--- src/rtl/bus_arb_pkg.sv ---
// Shared types and defaults for the 8502-side bus cycle arbiter.
// MAX_WRITES_DFLT is also used by the bridge testbench.
package bus_arb_pkg;
  localparam int MAX_WRITES_DFLT = 3;
  localparam int WCNT_W          = 2;

  typedef enum logic [2:0] {
    ST_CPU   = 3'd0,
    ST_DRAIN = 3'd1,
    ST_VIC   = 3'd2,
    ST_DMA   = 3'd3,
    ST_YIELD = 3'd4
  } arb_state_t;
endpackage

--- src/rtl/bus_cycle_arbiter_if.sv ---
// Request/grant bundle between the bus masters and the cycle arbiter.
interface bus_cycle_arbiter_if;
  import bus_arb_pkg::*;

  logic              r_w_6502;
  logic              ba_req;
  logic              dma_req;
  logic              aec;
  logic              rdy;
  logic              vic_grant;
  logic              dma_grant;
  logic [WCNT_W-1:0] wait_cnt;

  modport master (
    output r_w_6502, ba_req, dma_req,
    input  aec, rdy, vic_grant, dma_grant, wait_cnt
  );

  modport slave (
    input  r_w_6502, ba_req, dma_req,
    output aec, rdy, vic_grant, dma_grant, wait_cnt
  );
endinterface

--- src/rtl/arb_write_drain.sv ---
// Counts back-to-back core writes while rdy is low; drain_done marks the
// point where the core can no longer hold the bus.
module arb_write_drain
  import bus_arb_pkg::*;
#(
  parameter int MAX_WRITES = MAX_WRITES_DFLT
) (
  input  logic              clock,
  input  logic              _reset,
  input  logic              i_inc,
  output logic [WCNT_W-1:0] o_wait_cnt,
  output logic              o_drain_done
);
  logic [WCNT_W-1:0] r_cnt;

  // Any cycle that does not extend the drain restarts the count.
  always_ff @(posedge clock or negedge _reset) begin
    if (!_reset)    r_cnt <= '0;
    else if (i_inc) r_cnt <= r_cnt + WCNT_W'(1);
    else            r_cnt <= '0;
  end

  assign o_wait_cnt   = r_cnt;
  assign o_drain_done = (r_cnt == WCNT_W'(MAX_WRITES));
endmodule

--- src/rtl/bus_cycle_arbiter.sv ---
// Per-cycle owner of the 8502 bus: core (via bridge aec), video BA, or DMA.
// Outputs decode straight from the state register, so reset clears grants at once.
module bus_cycle_arbiter
  import bus_arb_pkg::*;
#(
  parameter int MAX_WRITES = MAX_WRITES_DFLT,
  parameter int MAX_BURST  = 0,
  parameter int BURST_W    = 8
) (
  input  logic                 clock,
  input  logic                 _reset,
  bus_cycle_arbiter_if.slave   bus
);
  arb_state_t         r_state, w_next;
  logic [BURST_W-1:0] r_burst;
  logic               w_any, w_drain_inc, w_drain_done, w_burst_end;

  assign w_any = bus.ba_req | bus.dma_req;

  arb_write_drain #(.MAX_WRITES(MAX_WRITES)) u_drain (
    .clock        (clock),
    ._reset       (_reset),
    .i_inc        (w_drain_inc),
    .o_wait_cnt   (bus.wait_cnt),
    .o_drain_done (w_drain_done)
  );

  // Burst length counts DMA cycles in the current run; cleared in any other state.
  always_ff @(posedge clock or negedge _reset) begin
    if (!_reset)                  r_burst <= '0;
    else if (r_state == ST_DMA) begin
      if (r_burst != '1)          r_burst <= r_burst + BURST_W'(1);
    end else                      r_burst <= '0;
  end

  generate
    if (MAX_BURST == 0) begin : g_unlimited
      assign w_burst_end = 1'b0;
    end else begin : g_limited
      assign w_burst_end = (r_burst == BURST_W'(MAX_BURST - 1));
    end
  endgenerate

  always_ff @(posedge clock or negedge _reset) begin
    if (!_reset) r_state <= ST_CPU;
    else         r_state <= w_next;
  end

  always_comb begin
    w_next      = r_state;
    w_drain_inc = 1'b0;
    case (r_state)
      ST_CPU:   if (w_any) w_next = ST_DRAIN;
      ST_DRAIN: begin
        if (!w_any)                             w_next = ST_CPU;
        else if (bus.r_w_6502 || w_drain_done)  w_next = bus.ba_req ? ST_VIC : ST_DMA;
        else                                    w_drain_inc = 1'b1;
      end
      // Core is already halted here, so DMA can follow without another drain.
      ST_VIC:   if (!bus.ba_req) w_next = bus.dma_req ? ST_DMA : ST_CPU;
      ST_DMA: begin
        if (bus.ba_req)       w_next = ST_VIC;
        else if (!bus.dma_req) w_next = ST_CPU;
        else if (w_burst_end) w_next = ST_YIELD;
      end
      ST_YIELD: w_next = w_any ? ST_DRAIN : ST_CPU;
      default:  w_next = ST_CPU;
    endcase
  end

  assign bus.aec       = (r_state == ST_CPU) || (r_state == ST_DRAIN) || (r_state == ST_YIELD);
  assign bus.rdy       = (r_state == ST_CPU) || (r_state == ST_YIELD);
  assign bus.vic_grant = (r_state == ST_VIC);
  assign bus.dma_grant = (r_state == ST_DMA);
endmodule

--- src/flat_wrapper.sv ---
// flat-port wrapper written by rule: the top's interface ports become plain ports
module bus_cycle_arbiter_flat import bus_arb_pkg::*;
#(
  parameter int MAX_WRITES = MAX_WRITES_DFLT,
  parameter int MAX_BURST  = 0,
  parameter int BURST_W    = 8
)
  (clock, _reset, bus_r_w_6502, bus_ba_req, bus_dma_req, bus_aec, bus_rdy, bus_vic_grant, bus_dma_grant, bus_wait_cnt);
  bus_cycle_arbiter_if bus_i ();
  input  logic clock;
  input  logic _reset;
  input wire logic [$bits(bus_i.r_w_6502)-1:0] bus_r_w_6502;
  input wire logic [$bits(bus_i.ba_req)-1:0] bus_ba_req;
  input wire logic [$bits(bus_i.dma_req)-1:0] bus_dma_req;
  output wire logic [$bits(bus_i.aec)-1:0] bus_aec;
  output wire logic [$bits(bus_i.rdy)-1:0] bus_rdy;
  output wire logic [$bits(bus_i.vic_grant)-1:0] bus_vic_grant;
  output wire logic [$bits(bus_i.dma_grant)-1:0] bus_dma_grant;
  output wire logic [$bits(bus_i.wait_cnt)-1:0] bus_wait_cnt;
  assign bus_i.r_w_6502 = bus_r_w_6502;
  assign bus_i.ba_req = bus_ba_req;
  assign bus_i.dma_req = bus_dma_req;
  assign bus_aec = bus_i.aec;
  assign bus_rdy = bus_i.rdy;
  assign bus_vic_grant = bus_i.vic_grant;
  assign bus_dma_grant = bus_i.dma_grant;
  assign bus_wait_cnt = bus_i.wait_cnt;
  bus_cycle_arbiter #(.MAX_WRITES(MAX_WRITES), .MAX_BURST(MAX_BURST), .BURST_W(BURST_W)) u_core (.clock(clock), ._reset(_reset), .bus(bus_i));
endmodule
--- config.mk ---
export PLATFORM = sky130hd
export DESIGN_NAME = bus_cycle_arbiter_flat
export DESIGN_NICKNAME = d
export VERILOG_FILES = /design/src/rtl/bus_arb_pkg.sv /design/src/rtl/bus_cycle_arbiter_if.sv /design/src/rtl/arb_write_drain.sv /design/src/rtl/bus_cycle_arbiter.sv /design/src/flat_wrapper.sv
export SDC_FILE = /design/constraint.sdc
export NUM_CORES = 1
export LEC_CHECK = 0
export BUFFER_PORTS_ARGS = -buffer_cell sky130_fd_sc_hd__buf_2
export CAP_MARGIN = 20
export CORE_AREA = 2 2 39 41
export DETAILED_ROUTE_END_ITERATION = 16
export DIE_AREA = 0 0 41 43
export PLACE_DENSITY_LB_ADDON = 0.2
export SLEW_MARGIN = 30
export SYNTH_ARGS = -nofsm -noshare
export SYNTH_HDL_FRONTEND = slang
export SYNTH_SLANG_ARGS = --single-unit
export TNS_END_PERCENT = 5
--- constraint.sdc ---
create_clock -name clock -period 1.5 [get_ports clock]
set_clock_uncertainty 0.1 [all_clocks]
set_input_delay 0.3 -clock clock [delete_from_list [all_inputs] [get_ports clock]]
set_output_delay 0.3 -clock clock [all_outputs]
set_load 0.01 [all_outputs]
Word level (Yosys, flattened, before mapping)
Cells that the tools add are included.
{"block": "word_totals", "reg_bits": 5, "input_bits": 5, "output_inout_bits": 6, "word_cells": 33}
{"block": "classes", "add_sub_neg": 1, "n_eq_ne": 9, "n_mux": 14, "bitwise": 1, "reduce_logical": 6}
{"cell": "$mux W3", "count": 6}
{"cell": "$pmux W3 S5", "count": 1}
{"cell": "$eq A3 B2 Y1 const B", "count": 2}
{"cell": "$ne A3 B3 Y1 const B", "count": 2}
{"cell": "$mux W1", "count": 5}
{"cell": "$logic_or A1 B1 Y1", "count": 4}
{"cell": "$mux W2", "count": 2}
{"cell": "$reduce_and A4 Y1", "count": 1}
{"cell": "$eq A3 B1 Y1 const B", "count": 1}
{"cell": "$eq A3 B3 Y1 const B", "count": 1}
{"cell": "$logic_not A3 Y1", "count": 1}
{"cell": "$add A2 B1 Y2 const B", "count": 1}
{"cell": "$eq A2 B2 Y1 const B", "count": 1}
{"cell": "$ne A2 B1 Y1 const B", "count": 1}
{"cell": "$ne A2 B2 Y1 const B", "count": 1}
{"cell": "$or A1 B1 Y1", "count": 1}

Depth between registers and ports, before layout
Gate-level depths: netlist (run 1).
{"block": "depth", "ltp_word": 6, "mapped_depth": 3, "depth_no_buf": 3}

Cells and area by module
From an unflattened synthesis (run 1), not the netlist that was laid out.
{"block": "unflattened", "cells_unflattened": 18, "hier_area_um2": 197.7}
{"module": "bus_cycle_arbiter", "n_inst": 1, "cells_per_inst": 13, "area_per_inst_um2": 115.1, "seq_area_each_um2": 50.0}
{"module": "arb_write_drain", "n_inst": 1, "cells_per_inst": 5, "area_per_inst_um2": 82.6, "seq_area_each_um2": 50.0}

Worst setup path after synthesis (run 1)
Ideal clock, no wire load.
{"block": "synth_timing", "path_type": "register to register", "from": "reg u_core.u_drain.r_cnt[0], in the netlist u_core.u_drain.o_wait_cnt[0]", "to": "reg u_core.u_drain.r_cnt[1], in the netlist u_core.u_drain.o_wait_cnt[1]", "setup_time_ns": 0.080, "arrival_ns": 1.303, "required_time_ns": 1.320, "path_slack_ns": 0.017, "stages_incl_launch_ff": 4, "cell_sequence": "dfrtp_1 > ha_1 > or4b_4 > nor3b_2"}
{"block": "synth_via", "elab_chain_cells": 6}
{"element": "start: declaration", "line": "arb_write_drain.sv:14", "source": "logic [WCNT_W-1:0] r_cnt;"}
{"element": "start signal: assignment", "line": "arb_write_drain.sv:19", "source": "else if (i_inc) r_cnt <= r_cnt + WCNT_W'(1);"}
{"element": "$eq A2 B2 Y1", "line": "arb_write_drain.sv:24", "source": "assign o_drain_done = (r_cnt == WCNT_W'(MAX_WRITES));"}
{"element": "$logic_or A1 B1 Y1", "line": "bus_cycle_arbiter.sv:56", "source": "else if (bus.r_w_6502 || w_drain_done) w_next = bus.ba_req ? ST_VIC : ST_DMA;"}
{"element": "$mux W1", "line": "bus_cycle_arbiter.sv:56"}
{"element": "$mux W1", "line": "bus_cycle_arbiter.sv:55", "source": "if (!w_any) w_next = ST_CPU;"}
{"element": "$mux W1", "line": "bus_cycle_arbiter.sv:52", "source": "case (r_state)"}
{"element": "$mux W2 (*)", "line": "arb_write_drain.sv:19"}
Mark *: on every way between the ends. The rest lies on a longest branch, timed or not.
A chain may end at the register's enable or synchronous reset.

Final worst setup path (run 1)
Ends and elaborated chain as after synthesis.

==> impl_metrics.yaml, run 1 <==
routing:
  final_antenna_net_count: 0
  drt_wl_total_um: 479
  drt_iter0_drc: 5
  viasPerCell: 3.79
  route.detailed.drc: 0
  routedWlPerCell_um: 9.98
  num_vias: 182
  dr.pass1.iters: 2
power_and_ir_drop:
  power_mw: 0.337
  power.density_nw_per_um2: 1100
  peakVddDrop_mv: 0.249
  leakage_nw: 0.162
placement:
  post-place-ws_ns: 0.0142
  io_buffers: 10
  gp_congestion: 0.598
  dp.final_hpwl_um: 379
  dpl.cell_count: 43
synth:
  syn_inst: 17
  synth_fa_ha_area_share_pct: 6.54
  synthTopCellsByArea: "dfrtp_1, or4b_4, ha_1, nor3b_2, nor2_1"
  seq_area_frac_synth_pct: 52.3
  synth_top_area_share_pct: 52.3
  synth_top_family_by_area: "simple AND/OR/NAND/NOR gates"
  synth-edff-count: 0
  yosys.cell_types.count: 12
  syn_area_um2: 191
  synthMuxAreaShare_pct: 0
  synth-simple-area-share_pct: 29.4
  synth_warnings: 0
  syn_avg_cell_area_um2: 11.3
  synthArstFlopShare_pct: 100
  synth_most_common_cell: "dfrtp_1"
  yosysTopAreaCell: "dfrtp_1"
  ys_seq_elements: 4
  synth_common_cells: "dfrtp_1, nor2_1"
  synth_compound_area_share_pct: 9.80
  synth_flop_cell: "dfrtp_1"
  synth_xor_area_share_pct: 0
  syn_nets: 23
critical_path:
  worstSetupPathType: "reg -> reg"
  crit-reg2reg-launch: "u_core.u_drain.o_wait_cnt[0]"
  critical_path_arrival_ns: 1.54
  cp-startpoint: "u_core.u_drain.o_wait_cnt[0]"
  max_stage_delay_ns: 0.55
  cp_max_fo: 2
  endpoint_kind: "flip-flop"
  required_ns: 1.57
  worstSetupStartpointType: "flip-flop"
  critPathBufInv: 0
  critical_path.top_delay_family: "simple AND/OR/NAND/NOR gates"
  slowest_stage: "or4b_4"
  crit_chain: "ha_1 -> or4b_4 -> nor3b_2"
floorplan:
  core_area_um2: 1380
  std_cell_rows: 14
  fp.dieArea_um2: 1760
  io_pins: 11
  start_util_pct: 13.8
  dieWidth_um: 41
  die_h_um: 43
global_routing:
  grt_max_degree: 6
  grt_use_total_pct: 5.94
  grt_pass1_vias: 169
  grt.overflow.total: 0
  antenna_found_initial: 0
  grt_pass1_wl_um: 607
layout:
  area_delta_synth_final_pct: 60.1
  antenna_cells: 0
  final_nets: 40
  final_util_pct: 22.2
  layout.cells.non_filler: 48
  drive_gt1_share_pct: 56.3
sta:
  finalHoldViolCount: 0
  slew_headroom_pct: 81.0
  slew_viol_final: 0
  fin_crit_ns: 1.47
  tightest_slew_ns: 0.284
  timing.final.setup_violations: 0
  whs_ns: 0.216
  layout_setup_ws_ns: 0.0254
  fmax_ghz: 0.678
  min_period_over_period_pct: 98.3
clock_tree:
  htreeDepth: 1
  cts_tree: "yes"
  clockBufferDepth: 2
  clk_pin_slew_ns: 0.04
  cts.sinks: 4
  insertion_delay_ns: 0.24
  cts_root_buf: "clkbuf_4"
  cts_buffers: 3
min_path:
  hp-class: "in -> reg"
  hp-start: "bus_ba_req"
flow_run:
  cap_violations: 0
outcome:
  status: "complete, no violations"
repair_timing:
action / 4_1_cts / 5_1_grt
setup endpoints to repair: 0 / 2
hold endpoints to repair: 4 / 0
buffers inserted: 0 / 1
hold buffers: 1 / 0
resized for setup: 0 / 1
final cells by class:
type                    instances  area [µm²]
well taps                      16        20.0
repair buffers                 12        67.6
fillers                       157        1080
clock buffers                   3        22.5
flip-flops and latches          4         100
multi-input cells              12        92.6
inverters                       1        3.75
metrics by stage:
stage	setup TNS [ns]	instance area, µm²
6_report	0	307
5_1_grt	-0.0131	307
4_1_cts	0	294
3_5_place_dp	0	262
3_3_place_gp	0	262
2_1_floorplan	0	191
power breakdown:
part	leakage, nW	total (mW)	internal [mW]	switching (mW)
Clock	0.0138	0.139	0.0898	0.0492
Sequential	0.0518	0.127	0.118	0.00863
Combinational	0.0964	0.0709	0.0345	0.0364
Total	0.162	0.337	0.243	0.0941
cells in the final DEF, fill, tap and decap left out:
cell	Yosys	final
clkbuf_4	0	3
buf_4	0	1
dlygate4sd3_1	0	1
nor3b_2	1	1
ha_1	1	1
buf_2	0	10
or4b_4	1	1
nor3_2	0	1
nor2b_1	1	1
o21ai_1	1	1
dfrtp_1	4	4
nor2_1	3	3
and2_2	1	1
a21oi_1	1	1
inv_1	1	1
a31o_1	1	1
worst paths after layout:
check / end / slack [ns] / cells past startpoint
max in group asynchronous: u_core.r_state[1] / 0.89 / 2
worst max-delay path: u_core.u_drain.o_wait_cnt[1] / 0.03 / 3
worst max register to register: u_core.u_drain.o_wait_cnt[1] / 0.03 / 3
worst min register to register: u_core.u_drain.o_wait_cnt[0] / 0.44 / 2
worst min-delay path: u_core.r_state[0] / 0.22 / 2
min in group asynchronous: u_core.r_state[0] / 0.29 / 2
logic make-up (layout without fill, tap and decap cells):
| logic type | after synthesis | in the layout |
|---|---|---|
| adder cells (fa/ha/maj) | 1 | 1 |
| buffers and inverters | 1 | 16 |
| AO/OA/AOI/OAI | 3 | 3 |
| flip-flops | 4 | 4 |
| AND/OR/NAND/NOR | 8 | 8 |
flip-flops by register name, indices dropped and copies added (netlist names):
register	flops
u_core.u_drain.o_wait_cnt	2
u_core.r_state	2
layer usage:
| metal | GRT usage, % | routed length, µm |
|---|---|---|
| met1 | 3.57 | 140 |
| met2 | 9.38 | 274 |
| met3 | 3.14 | 35 |
| met5 | 0 | 0 |
| met4 | 8.00 | 29 |
Power figures use the tool's default switching activity.
==> run 2: changes to the inputs <==
--- a/config.mk
+++ b/config.mk
@@ -12,4 +12,5 @@
 export DIE_AREA = 0 0 41 43
 export PLACE_DENSITY_LB_ADDON = 0.2
+export SKIP_CTS_REPAIR_TIMING = 1
 export SLEW_MARGIN = 30
 export SYNTH_ARGS = -nofsm -noshare
==> constraint.sdc (replaced) <==
create_clock -name clock -period 1.5 [get_ports clock]
set_clock_uncertainty 0.1 [all_clocks]
set_input_delay 0.375 -clock clock [delete_from_list [all_inputs] [get_ports clock]]
set_output_delay 0.375 -clock clock [all_outputs]
set_load 0.01 [all_outputs]
==> run 2 against run 1 <==
  * Highest routed layer unchanged
  * Largest power group unchanged
  * Core utilization is the same
  * Combinational power about the same
  * Design area unchanged
  * Die area unchanged
  * Critical endpoint unchanged
  * First-iteration DRC count is the same
  * Largest cell class unchanged
  * Sequential power is essentially flat
  * Maximum frequency stayed put
  * Setup slack is the same
  * Non-clock buffer count is the same
==> impl_metrics.yaml, run 2 (synthesized netlist as in run 1, its figures left out) <==
outcome:
  status: "complete, no violations"
floorplan:
  start_util_pct: 13.8
  die_h_um: 43
  core_area_um2: 1380
  io_pins: 11
  fp.dieArea_um2: 1760
  dieWidth_um: 41
  std_cell_rows: 14
layout:
  final_nets: 40
  final_common_cell: "buf_2"
  final_cell_mix: "buf_2, dfrtp_1, nor2_1, clkbuf_4"
  antenna_cells: 0
  drive_gt1_share_pct: 56.3
  area_delta_synth_final_pct: 60.1
global_routing:
  grt_use_total_pct: 5.84
  grt_max_degree: 6
  grt.overflow.total: 0
  grt_pass1_wl_um: 593
  grt_pass1_vias: 163
  antenna_found_initial: 0
critical_path:
  r2r_end: "u_core.u_drain.o_wait_cnt[1]"
  worstSetupStartpointType: "flip-flop"
  cp_max_fo: 2
  worstSetupPathType: "reg -> reg"
  endpoint_kind: "flip-flop"
  r2r_cells: 3
  critical_path_arrival_ns: 1.54
  crit-reg2reg-launch: "u_core.u_drain.o_wait_cnt[0]"
  critPathBufInv: 0
  critical_path.top_delay_family: "simple AND/OR/NAND/NOR gates"
  required_ns: 1.57
  max_stage_delay_ns: 0.55
  slowest_stage: "or4b_4"
  crit_chain: "ha_1 -> or4b_4 -> nor3b_2"
  r2r_slack_ns: 0.03
power_and_ir_drop:
  leakage_nw: 0.162
  peakVddDrop_mv: 0.249
  power.density_nw_per_um2: 1100
  power_mw: 0.337
placement:
  gp_congestion: 0.598
  dp.final_hpwl_um: 379
  post-place-ws_ns: 0.0142
  io_buffers: 10
routing:
  drt_iter0_drc: 5
  num_vias: 182
  route.detailed.drc: 0
  viasPerCell: 3.79
  final_antenna_net_count: 0
  routedWlPerCell_um: 9.98
  dr.pass1.iters: 2
  drt_wl_total_um: 479
clock_tree:
  cts_tree: "yes"
  cts_root_buf: "clkbuf_4"
  clk_pin_slew_ns: 0.04
  cts_buffers: 3
  clockBufferDepth: 2
  cts.sinks: 4
  htreeDepth: 1
  insertion_delay_ns: 0.24
sta:
  layout_setup_ws_ns: 0.0254
  tightest_slew_ns: 0.284
  slew_viol_final: 0
  timing.final.setup_violations: 0
  fmax_ghz: 0.678
  finalHoldViolCount: 0
  slew_headroom_pct: 81.0
  min_period_over_period_pct: 98.3
  fin_crit_ns: 1.47
flow_run:
  cap_violations: 0
min_path:
  hp-start: "bus_ba_req"
  hp-class: "in -> reg"
  holdPathEnd: "u_core.r_state[0]"
  holdPathStages: 2
-- run 2: cell counts in the layout (fill, tap and decap cells not counted) --
No cell type changed its count.
-- run 2: metal layers --
layer | up-vias | track usage [%] | share of wire, %
li1 | 89 | - | -
met1 | 83 | 3.57 | 29
met2 | 7 | 9.06 | 57
met3 | 3 | 3.14 | 7.3
met4 | 0 | 8.00 | 6.1
met5 | - | 0 | 0
-- run 2: cell type report --
type                            instances  area, µm²
Clock buffer                            3       22.5
Fill cell                             157       1080
Inverter                                1       3.75
Multi-Input combinational cell         12       92.6
Sequential cell                         4        100
Tap cell                               16       20.0
Timing Repair Buffer                   12       67.6
-- run 2: worst reg2reg max path: cells and delay by family, from the launching register on --
family                   cells  cell delay (ns)
AND/OR/NAND/NOR              2             0.71
adder cells (fa/ha/maj)      1             0.21
flip-flops                   1             0.38
-- run 2: worst max-delay path by stage --
stage / from / endpoint / slack [ns] / depth (start not counted)
6_report: u_core.u_drain.o_wait_cnt[0] / u_core.u_drain.o_wait_cnt[1] / 0.03 / 3
3_5_place_dp: u_core.u_drain.o_wait_cnt[0] / u_core.u_drain.o_wait_cnt[1] / 0.01 / 3
4_1_cts: u_core.u_drain.o_wait_cnt[0] / u_core.u_drain.o_wait_cnt[1] / 0.004 / 3
5_1_grt: u_core.u_drain.o_wait_cnt[0] / u_core.u_drain.o_wait_cnt[1] / -0.01 / 3
3_3_place_gp: u_core.u_drain.o_wait_cnt[0] / u_core.u_drain.o_wait_cnt[1] / 0.03 / 3
2_1_floorplan: u_core.u_drain.o_wait_cnt[0] / u_core.u_drain.o_wait_cnt[1] / 0.02 / 3
-- run 2: power by group --
part           internal, mW  total, mW  switching (mW)
Combinational        0.0345     0.0709          0.0364
Sequential            0.118      0.127         0.00863
Clock                0.0898      0.139          0.0492
Total                 0.243      0.337          0.0941
-- run 2: metrics by stage --
step	std cells	instance area (µm²)	TNS (ns)	hold WS (ns)	utilization, %
6_report	48	307	0	0.291	22.2
5_1_grt	48	307	-0.0131	0.305	22.2
4_1_cts	46	284	0	-0.168	20.5
3_5_place_dp	43	262	0	0.0874	18.9
3_3_place_gp	43	262	0	0.0820	18.9
2_1_floorplan	17	191	0	-0.0206	-
